$ cat src/rtl/branch_stall_unit.sv
// Branch operand hazard detector for the decode stage.
// Tracks the E- and M-stage producers and stalls a branch/jalr in decode until
// its sources can be forwarded, inserting a bubble into ID/EX for each stall cycle.
// Also keeps a saturating count of stall cycles for performance monitoring.
module branch_stall_unit #(
   parameter int unsigned          REG_LOGSIZE = 5,
   parameter int unsigned          CNT_W       = 16,
   parameter int unsigned          OPCODE_W    = 7,
   parameter logic [OPCODE_W-1:0]  LOAD_OP     = 7'b0000011,
   parameter logic [OPCODE_W-1:0]  BTYPE_OP    = 7'b1100011,
   parameter logic [OPCODE_W-1:0]  JALR_OP     = 7'b1100111
) (
   input  logic                   clk,
   input  logic                   rst,
   input  logic [OPCODE_W-1:0]    opcode,
   input  logic [REG_LOGSIZE-1:0] rs1_field,
   input  logic [REG_LOGSIZE-1:0] rs2_field,
   input  logic [REG_LOGSIZE-1:0] wr_field,
   input  logic                   wr_en,
   input  logic                   freeze,
   output logic                   stall,
   output logic                   bubble,
   output logic [CNT_W-1:0]       stall_cnt
);

   localparam logic [0:0] RUN  = 1'b0;
   localparam logic [0:0] WAIT = 1'b1;

   // Tracker entries: p1 = E stage, p2 = M stage
   logic                   p1_vld_q, p1_vld_d, p1_ld_q, p1_ld_d;
   logic [REG_LOGSIZE-1:0] p1_rd_q, p1_rd_d;
   logic                   p2_vld_q, p2_vld_d, p2_ld_q, p2_ld_d;
   logic [REG_LOGSIZE-1:0] p2_rd_q, p2_rd_d;
   logic [0:0]             state_q, state_d;
   logic [CNT_W-1:0]       cnt_q, cnt_d;

   logic is_load, is_br, is_jalr, use_rs1, use_rs2, dec_vld;
   logic hit1, hit2, stall_int;

   // Decode classification and hazard detection
   always_comb begin
      is_load = (opcode == LOAD_OP);
      is_br   = (opcode == BTYPE_OP);
      is_jalr = (opcode == JALR_OP);
      use_rs1 = is_br || is_jalr;
      use_rs2 = is_br;
      // x0 is never a real producer
      dec_vld = wr_en && (wr_field != '0);
      hit1 = p1_vld_q &&
             ((use_rs1 && (p1_rd_q == rs1_field)) || (use_rs2 && (p1_rd_q == rs2_field)));
      hit2 = p2_vld_q && p2_ld_q &&
             ((use_rs1 && (p2_rd_q == rs1_field)) || (use_rs2 && (p2_rd_q == rs2_field)));
      stall_int = use_rs1 && (hit1 || hit2) && !freeze && !rst;
   end

   assign stall     = stall_int;
   assign bubble    = stall_int;
   assign stall_cnt = cnt_q;

   // Next-state for tracker shift, status FSM and saturating counter
   always_comb begin
      p1_vld_d = p1_vld_q;
      p1_rd_d  = p1_rd_q;
      p1_ld_d  = p1_ld_q;
      p2_vld_d = p2_vld_q;
      p2_rd_d  = p2_rd_q;
      p2_ld_d  = p2_ld_q;
      state_d  = state_q;
      cnt_d    = cnt_q;
      if (!freeze) begin
         p2_vld_d = p1_vld_q;
         p2_rd_d  = p1_rd_q;
         p2_ld_d  = p1_ld_q;
         if (stall_int) begin
            p1_vld_d = 1'b0;
            p1_rd_d  = '0;
            p1_ld_d  = 1'b0;
         end else begin
            p1_vld_d = dec_vld;
            p1_rd_d  = wr_field;
            p1_ld_d  = is_load;
         end
         state_d = stall_int ? WAIT : RUN;
      end
      if (stall_int && (cnt_q != '1)) begin
         cnt_d = cnt_q + 1'b1;
      end
   end

   // State registers with synchronous reset; reset drops any in-flight hazard
   always_ff @(posedge clk) begin
      if (rst) begin
         p1_vld_q <= 1'b0;
         p1_rd_q  <= '0;
         p1_ld_q  <= 1'b0;
         p2_vld_q <= 1'b0;
         p2_rd_q  <= '0;
         p2_ld_q  <= 1'b0;
         state_q  <= RUN;
         cnt_q    <= '0;
      end else begin
         p1_vld_q <= p1_vld_d;
         p1_rd_q  <= p1_rd_d;
         p1_ld_q  <= p1_ld_d;
         p2_vld_q <= p2_vld_d;
         p2_rd_q  <= p2_rd_d;
         p2_ld_q  <= p2_ld_d;
         state_q  <= state_d;
         cnt_q    <= cnt_d;
      end
   end

endmodule

$ cat config.mk
export PLATFORM = sky130hd
export DESIGN_NAME = branch_stall_unit
export DESIGN_NICKNAME = d
export VERILOG_FILES = /design/src/rtl/branch_stall_unit.sv
export SDC_FILE = /design/constraint.sdc
export NUM_CORES = 1
export LEC_CHECK = 0
export ABC_AREA = 0
export CAP_MARGIN = 20
export CORE_ASPECT_RATIO = 0.6
export CORE_MARGIN = 10
export CORE_UTILIZATION = 52
export DETAILED_ROUTE_END_ITERATION = 8
export PLACE_DENSITY_LB_ADDON = 0.12
export SLEW_MARGIN = 20
export SYNTH_ARGS = -nofsm -noshare
export SYNTH_HDL_FRONTEND = slang
export SYNTH_SLANG_ARGS = --single-unit
$ cat constraint.sdc
create_clock -name clk -period 7.5 [get_ports clk]
set_clock_uncertainty 0.15 [all_clocks]
set_input_delay 1.5 -clock clk [delete_from_list [all_inputs] [get_ports clk]]
set_output_delay 1.5 -clock clk [all_outputs]
set_load 0.01 [all_outputs]
== After elaboration in Yosys (flattened, before gate mapping) ==
Cells that the tools add are included.
Word-level totals
  flip-flop bits (word level): 30
  latch bits: 0
  bits in writable memories: 0
  ROM bits: 0
  input bits: 26
  output and inout bits: 18
  logic and storage cells: 38
  memories kept: 0
Operators by class
  add/subtract/negate cells: 1
  multipliers: 0
  divide/modulo/power cells: 0
  $lt $le $gt $ge: 0
  eq/ne operators: 8
  shift operators: 0
  multiplexer cells: 3
  bitwise logic cells: 0
  reduce and logical (&&, ||, !) cells: 19
Operator list (number)
  $eq A5 B5 Y1: 4
  $add A16 B1 Y16 const B: 1
  $ne A16 B16 Y1 const B: 1
  $eq A7 B7 Y1 const B: 2
  $logic_and A1 B1 Y1: 12
  $eq A7 B2 Y1 const B: 1
  $mux W5: 1
  $reduce_bool A5 Y1: 1
  $logic_or A1 B1 Y1: 4
  $logic_not A1 Y1: 2
  $mux W1: 2

== Depth between registers and ports, before layout ==
Gate-level depths: netlist of run 1.
  depth after elaboration: 10
  depth in mapped cells: 8
  mapped depth without buffers: 7

== Worst setup path before layout of run 1 ==
Ideal clock, no wire load.
  kind: input to output
  start: input rs2_field[2]
  end: output stall
  arrival: 3.071 ns
  required time: 5.850 ns
  slack: 2.779 ns
  stages on the path: 8
  buffers on the path: 3
  cell sequence: xnor2_1 nand4_1 nor4_2 o41ai_2 buf_6 buf_6 nor3_1 buf_4
Between the ends
  cells in the longest elaborated chain, start to end: 8
  elaborated cells on any way between the ends: 12
  classes of those cells: eq/ne: 2; reduce/logical: 10
Ends and longest elaborated chain
  from (decl): RTL line 17  | input logic [REG_LOGSIZE-1:0] rs2_field,
  $eq A5 B5 Y1 (on tied branches): RTL line 50, 52
  $logic_and A1 B1 Y1 (on tied branches): RTL line 50, 52
  $logic_or A1 B1 Y1 (on tied branches): RTL line 50, 52
  $logic_and A1 B1 Y1 (on tied branches): RTL line 49, 51
  $logic_or A1 B1 Y1 (*): RTL line 53  | stall_int = use_rs1 && (hit1 || hit2) && !freeze && !rst;
  $logic_and A1 B1 Y1 (*) (3 in a row): RTL line 53
  to (decl): RTL line 21  | output logic stall,
Mark *: on every way between the ends. The rest lies on a longest branch, timed or not.

== Worst setup path after layout of run 1 ==
  start: input rs2_field[0]
  end: output bubble
Between the ends
  cells in the longest elaborated chain, start to end: 8
  elaborated cells on any way between the ends: 12
  classes of those cells: eq/ne: 2; reduce/logical: 10
Ends and longest elaborated chain
  $eq A5 B5 Y1 (on tied branches): RTL line 50, 52
  $logic_and A1 B1 Y1 (on tied branches): RTL line 50, 52
  $logic_or A1 B1 Y1 (on tied branches): RTL line 50, 52
  $logic_and A1 B1 Y1 (on tied branches): RTL line 49, 51
  $logic_or A1 B1 Y1 (*): RTL line 53
  $logic_and A1 B1 Y1 (*) (3 in a row): RTL line 53
  to (decl): RTL line 22  | output logic bubble,
Marked as above.

==> results of run 1 <==
## per-stage QoR
step	hold slack, ns	instances
2_1_floorplan	0.3034	197
3_3_place_gp	0.3271	278
3_5_place_dp	0.3465	278
4_1_cts	0.3571	285
5_1_grt	0.3914	285
6_report	0.3541	285
## registers in the layout, summed over array words and instances (netlist names)
register / cells
p1_ld_q: 1
stall_cnt: 16
p1_vld_q: 1
p2_ld_q: 1
p2_vld_q: 1
p1_rd_q: 5
p2_rd_q: 5
## layout make-up
type | count | area (um2) | share of cell area (%)
inverter | 5 | 18.77 | 0.8143
multi-input combinational | 152 | 1064 | 46.15
clock inverter | 1 | 30.03 | 1.303
tap | 45 | 56.30 | 2.443
clock buffer | 6 | 82.58 | 3.583
sequential | 30 | 600.6 | 26.06
timing repair buffer | 46 | 452.9 | 19.65
## report_power, final
group          leakage [nW]  total, mW  internal, mW  switching (mW)
Clock                0.0573      0.164         0.106          0.0583
Sequential            0.243      0.166         0.162         0.00403
Combinational         0.474     0.0393        0.0216          0.0177
Total                 0.774      0.370         0.290          0.0801
## worst max-delay path, cell delays in order
cell and delay, ns:
clkdlybuf4s50_1 0.53, xnor2_1 0.14, nand4_1 0.15, nor4_2 0.47, o41ai_4 0.13, buf_4 0.24, nor3_1 0.24, clkdlybuf4s50_1 0.60
## synth_stat cells (3+ instances only)
cell type   n
mux2_4      3
a21oi_1    10
nor2b_1     3
inv_1       5
o21ai_0     3
dfxtp_1    30
nor3_1      4
nor2_1     16
xor2_1      7
or3_1       6
o21ai_1     7
mux2i_1     7
nand4_1     7
nand3_1    12
clkbuf_1    4
xnor2_1    13
nand2_1    14
o31ai_1     6
or4_1       7
nor4_1      4
## how the worst min path moves through the flow
| stage | start | endpoint | slack (ns) | depth (start not counted) |
|---|---|---|---|---|
| floorplan | p1_vld_q | p1_vld_q | 0.30 | 2 |
| global placement | p2_vld_q | p2_vld_q | 0.33 | 2 |
| detailed placement | p2_vld_q | p2_vld_q | 0.35 | 2 |
| CTS | stall_cnt[14] | stall_cnt[14] | 0.36 | 2 |
| global route | p2_ld_q | p2_ld_q | 0.39 | 2 |
| finish | p1_ld_q | p2_ld_q | 0.35 | 2 |
## per-layer routing
layer	global-route usage, %	share of wire (%)
met1	21.34	46
met2	22.78	46
met3	5.517	7.2
met4	6.134	1.4
met5	0	0
## cell families after synthesis
group	after synthesis	synth area share, %
DFF	30	34.68
xor gates and xnor gates	20	10.12
adders and majority gates	1	0.7224
AOI/OAI and AO/OA	33	12.28
muxes	11	7.298
and+or+nand+nor	87	30.35
buffers and inverters	15	4.552
==> flow_summary.toml, run 1 <==
[sta]
finalCritPeriodShare_pct = 75.33
final-setup-viol-count = 0
timing.setup.tns_ns = 0
fin_crit_ns = 5.649
max_freq_mhz = 177.0
finalHoldViolations = 0
grt_setup_unrepaired = "no"
max_slew_margin_pct = 54.72
setup_slack_ns = 1.851
final_max_slew_viol_count = 0
worstMarginPinSlew_ns = 0.6736

[drt]
detail_route.vias_per_cell = 5.814
wirelength_um = 4752
ant_nets = 0
drc = 0
drtPass1Iterations = 4
num_vias = 1657
drt_iter0_drc = 84
avgRoutedWirePerCell_um = 16.67

[global_route]
grt_max_degree = 37
grt_pass1_wl_um = 7845
grt_overflow = 0
grt_pass1_vias = 1611
track_usage_pct = 15.92
antenna_found_initial = 0

[critical_path]
cp.arrival_ns = 4.00
cp-start-kind = "input pin"
endpoint = "bubble"
r2r_start = "p2_rd_q[3]"
worstSetupPathType = "in2out"
cp_max_fo = 26
worstPathRequired_ns = 5.85
r2r_end = "stall_cnt[12]"
r2r_slack_ns = 5.00
worstSetupEndpointType = "output pin"
r2r_cells = 7
crit_start = "rs2_field[0]"

[yosys]
synth_area_per_cell_um2 = 8.790
synth_cells = 197
synth_edf_count = 0
synth_seq_area_share_pct = 34.68
ys_ff_latch = 30
yosysTopAreaCell = "dfxtp_1"
synth_area_leaders = "dfxtp_1 35%, xnor2_1 6.6%, mux2i_1 4.0%, xor2_1 3.5%, nand3_1 3.5%"
synth_warnings = 0
async_flop_share_pct = 0
yosysTopAreaCellShare_pct = 34.68
synth_nets = 224
syn-cell-area_mm2 = 0.001732
synth.distinct_cells = 39
synthFlopType = "dfxtp_1"

[clock_network]
ctsHtreeMaxLevel = 2
numCtsBuffers = 5
cts_tree = "yes"
cts_root_buffer = "clkbuf_8"
ctsHoldBuffers = 0
cts.sinks = 30
clk_latency_ns = 0.28
ctsLongestPathBuffers = 2
postCtsSetupBuffers = 0
cts.clk_slew.worst_paths_ns = 0.06
cts_resized = 0

[min_path]
hold_class = "reg2reg"

[pwr]
p_leak_nw = 0.7740
p_per_area_mw_per_mm2 = 160.6
peakVddDrop_v = 0.00009099
total_power_uw = 370.2

[layout]
final_area_mm2 = 0.002305
drive_gt1_share_pct = 10.00
final_cell_mix = "43 x clkdlybuf4s50_1, 30 x dfxtp_1, 16 x nor2_1, 14 x nand2_1, 13 x xnor2_1"
n_antenna_cell = 0
areaGrowthSynthToFinish_pct = 33.09
fin_nets = 267
fillCellCount = 234
utilization_pct = 71.51
final_common_cell = "clkdlybuf4s50_1"

[placement]
hpwl_um = 3644
place_ws_ns = 1.863
gp_congestion = 0.8118
post_dp_cell_area_mm2 = 0.002192
portBuffers = 43

[floorplan]
core_mm2 = 0.003223
rows = 16
io_pins = 44
die_w_um = 94.50
initial_core_util_pct = 53.73
die_h_um = 64.70
die_area_mm2 = 0.006114

[job]
maxCapViolCount = 0

[run_status]
status = "finished, final reports clean"
Power figures use the tool's default switching activity.
==> inputs of run 2 (changes only) <==
--- a/config.mk
+++ b/config.mk
@@ -9,7 +9,7 @@
 export CAP_MARGIN = 20
 export CORE_ASPECT_RATIO = 0.6
 export CORE_MARGIN = 10
-export CORE_UTILIZATION = 52
+export CORE_UTILIZATION = 44
 export DETAILED_ROUTE_END_ITERATION = 8
 export PLACE_DENSITY_LB_ADDON = 0.12
 export SLEW_MARGIN = 20
==> constraint.sdc (replaced) <==
create_clock -name clk -period 4.6 [get_ports clk]
set_clock_uncertainty 0.15 [all_clocks]
set_input_delay 0.92 -clock clk [delete_from_list [all_inputs] [get_ports clk]]
set_output_delay 0.92 -clock clk [all_outputs]
set_load 0.01 [all_outputs]
==> flow_summary.toml, run 2 (same netlist as run 1, synthesis figures left out) <==
[layout]
areaGrowthSynthToFinish_pct = 32.23
n_antenna_cell = 0
drive_gt1_share_pct = 10.37
final_cell_mix = "43 x clkdlybuf4s50_1, 30 x dfxtp_1, 16 x nor2_1, 14 x nand2_1, 13 x xnor2_1"
utilization_pct = 61.51
final_common_cell = "clkdlybuf4s50_1"
largest_reg_flops = 16
fin_nets = 267

[global_route]
grt_pass1_vias = 1513
track_usage_pct = 13.65
grt_overflow = 0
antenna_found_initial = 0
grt_pass1_wl_um = 7638
grt_max_degree = 36

[critical_path]
crit_family = "buffers and inverters"
worstPathCellList = "clkdlybuf4s50_1, xnor2_1, nand4_1, nor4_2, o41ai_4, nor3_1, clkdlybuf4s50_1"
worstSetupEndpointType = "output pin"
cp-start-kind = "input pin"
worstSetupPathType = "in2out"
cp_slowest_cell = "clkdlybuf4s50_1"
cp_common_cell = "clkdlybuf4s50_1"
cp_max_fo = 2
max_stage_delay_ns = 0.61
cp_num_buf_inv = 2
worstPathRequired_ns = 3.53
cp.arrival_ns = 3.18

[placement]
portBuffers = 43
gp_congestion = 0.8453
hpwl_um = 3692

[job]
maxCapViolCount = 0

[run_status]
status = "finished, final reports clean"

[clock_network]
clk_latency_ns = 0.28
ctsHtreeMaxLevel = 2
ctsHoldBuffers = 0
ctsLongestPathBuffers = 2
cts.clk_slew.worst_paths_ns = 0.06
cts_tree = "yes"
cts_root_buffer = "clkbuf_8"
cts.sinks = 30
numCtsBuffers = 5
postCtsSetupBuffers = 0
cts_resized = 0

[floorplan]
rows = 17
io_pins = 44
die_area_mm2 = 0.006927
die_w_um = 101.0
core_mm2 = 0.003722
die_h_um = 68.60
initial_core_util_pct = 46.52

[sta]
fin_crit_ns = 4.246
finalCritPeriodShare_pct = 92.30
finalHoldViolations = 0
worstMarginPinSlew_ns = 0.6227
timing.setup.tns_ns = 0
max_freq_mhz = 235.5
final_max_slew_viol_count = 0
final-setup-viol-count = 0
max_slew_margin_pct = 58.14
grt_setup_unrepaired = "no"

[drt]
drc = 0
ant_nets = 0
avgRoutedWirePerCell_um = 16.25
drt_iter0_drc = 85
wirelength_um = 4681
detail_route.vias_per_cell = 5.559
drtPass1Iterations = 4
num_vias = 1601

[pwr]
p_leak_nw = 0.7639
p_per_area_mw_per_mm2 = 243.1
peakVddDrop_v = 0.0001408

[min_path]
hold_class = "reg2reg"
-- run 2: changes by cell type in the layout (fill, tap and decap cells not counted) --
cell	before	now
bufinv_16	1	0
clkinv_2	0	1
clkinvlp_4	0	1
-- run 2: power by group --
group          internal, mW  switching (mW)
Sequential            0.265         0.00698
Combinational        0.0352          0.0283
Clock                 0.120           0.101
Total                 0.420           0.137
-- run 2: cell type report --
type | instances | area [um2]
fill | 320 | 1433
multi-input combinational | 152 | 1064
sequential | 30 | 600.6
timing repair buffer | 46 | 452.9
clock buffer | 6 | 82.58
tap | 47 | 58.81
inverter | 5 | 18.77
clock inverter | 2 | 12.51
-- run 2: layer usage --
metal | GRT usage (%) | wire length (um) | vias to the layer above | part of all wire, %
li1 | - | - | 820 | -
met1 | 19.45 | 2348 | 739 | 50
met2 | 19.37 | 1989 | 40 | 42
met3 | 3.869 | 320 | 2 | 6.8
met4 | 4.152 | 22 | 0 | 0.47
met5 | 0 | 0 | - | 0
-- run 2: tightest hold or removal path, stage by stage, from the launching register on --
cell and delay (ns):
dfxtp_1 0.32, o21ai_0 0.08, a21oi_1 0.06
-- run 2: final timing paths --
check,start,endpoint,slack (ns),cells past startpoint
min,stall_cnt[15],stall_cnt[15],0.35,2
max reg2reg,p2_rd_q[2],stall_cnt[12],2.08,7
min reg2reg,stall_cnt[15],stall_cnt[15],0.35,2
max,rs2_field[4],stall,0.35,7
-- run 2: through the flow --
step	total power, mW	setup WS, ns	std cells	instance area [um2]	hold slack, ns
6_report	0.5565	0.3544	288	2290	0.3545
5_1_grt	0.5801	0.1865	288	2290	0.3772
4_1_cts	0.5623	0.3279	288	2290	0.3545
3_5_place_dp	0.3409	0.3455	280	2195	0.3412
3_3_place_gp	0.3387	0.4583	280	2195	0.3277
2_1_floorplan	0.3077	1.039	197	1732	0.3034
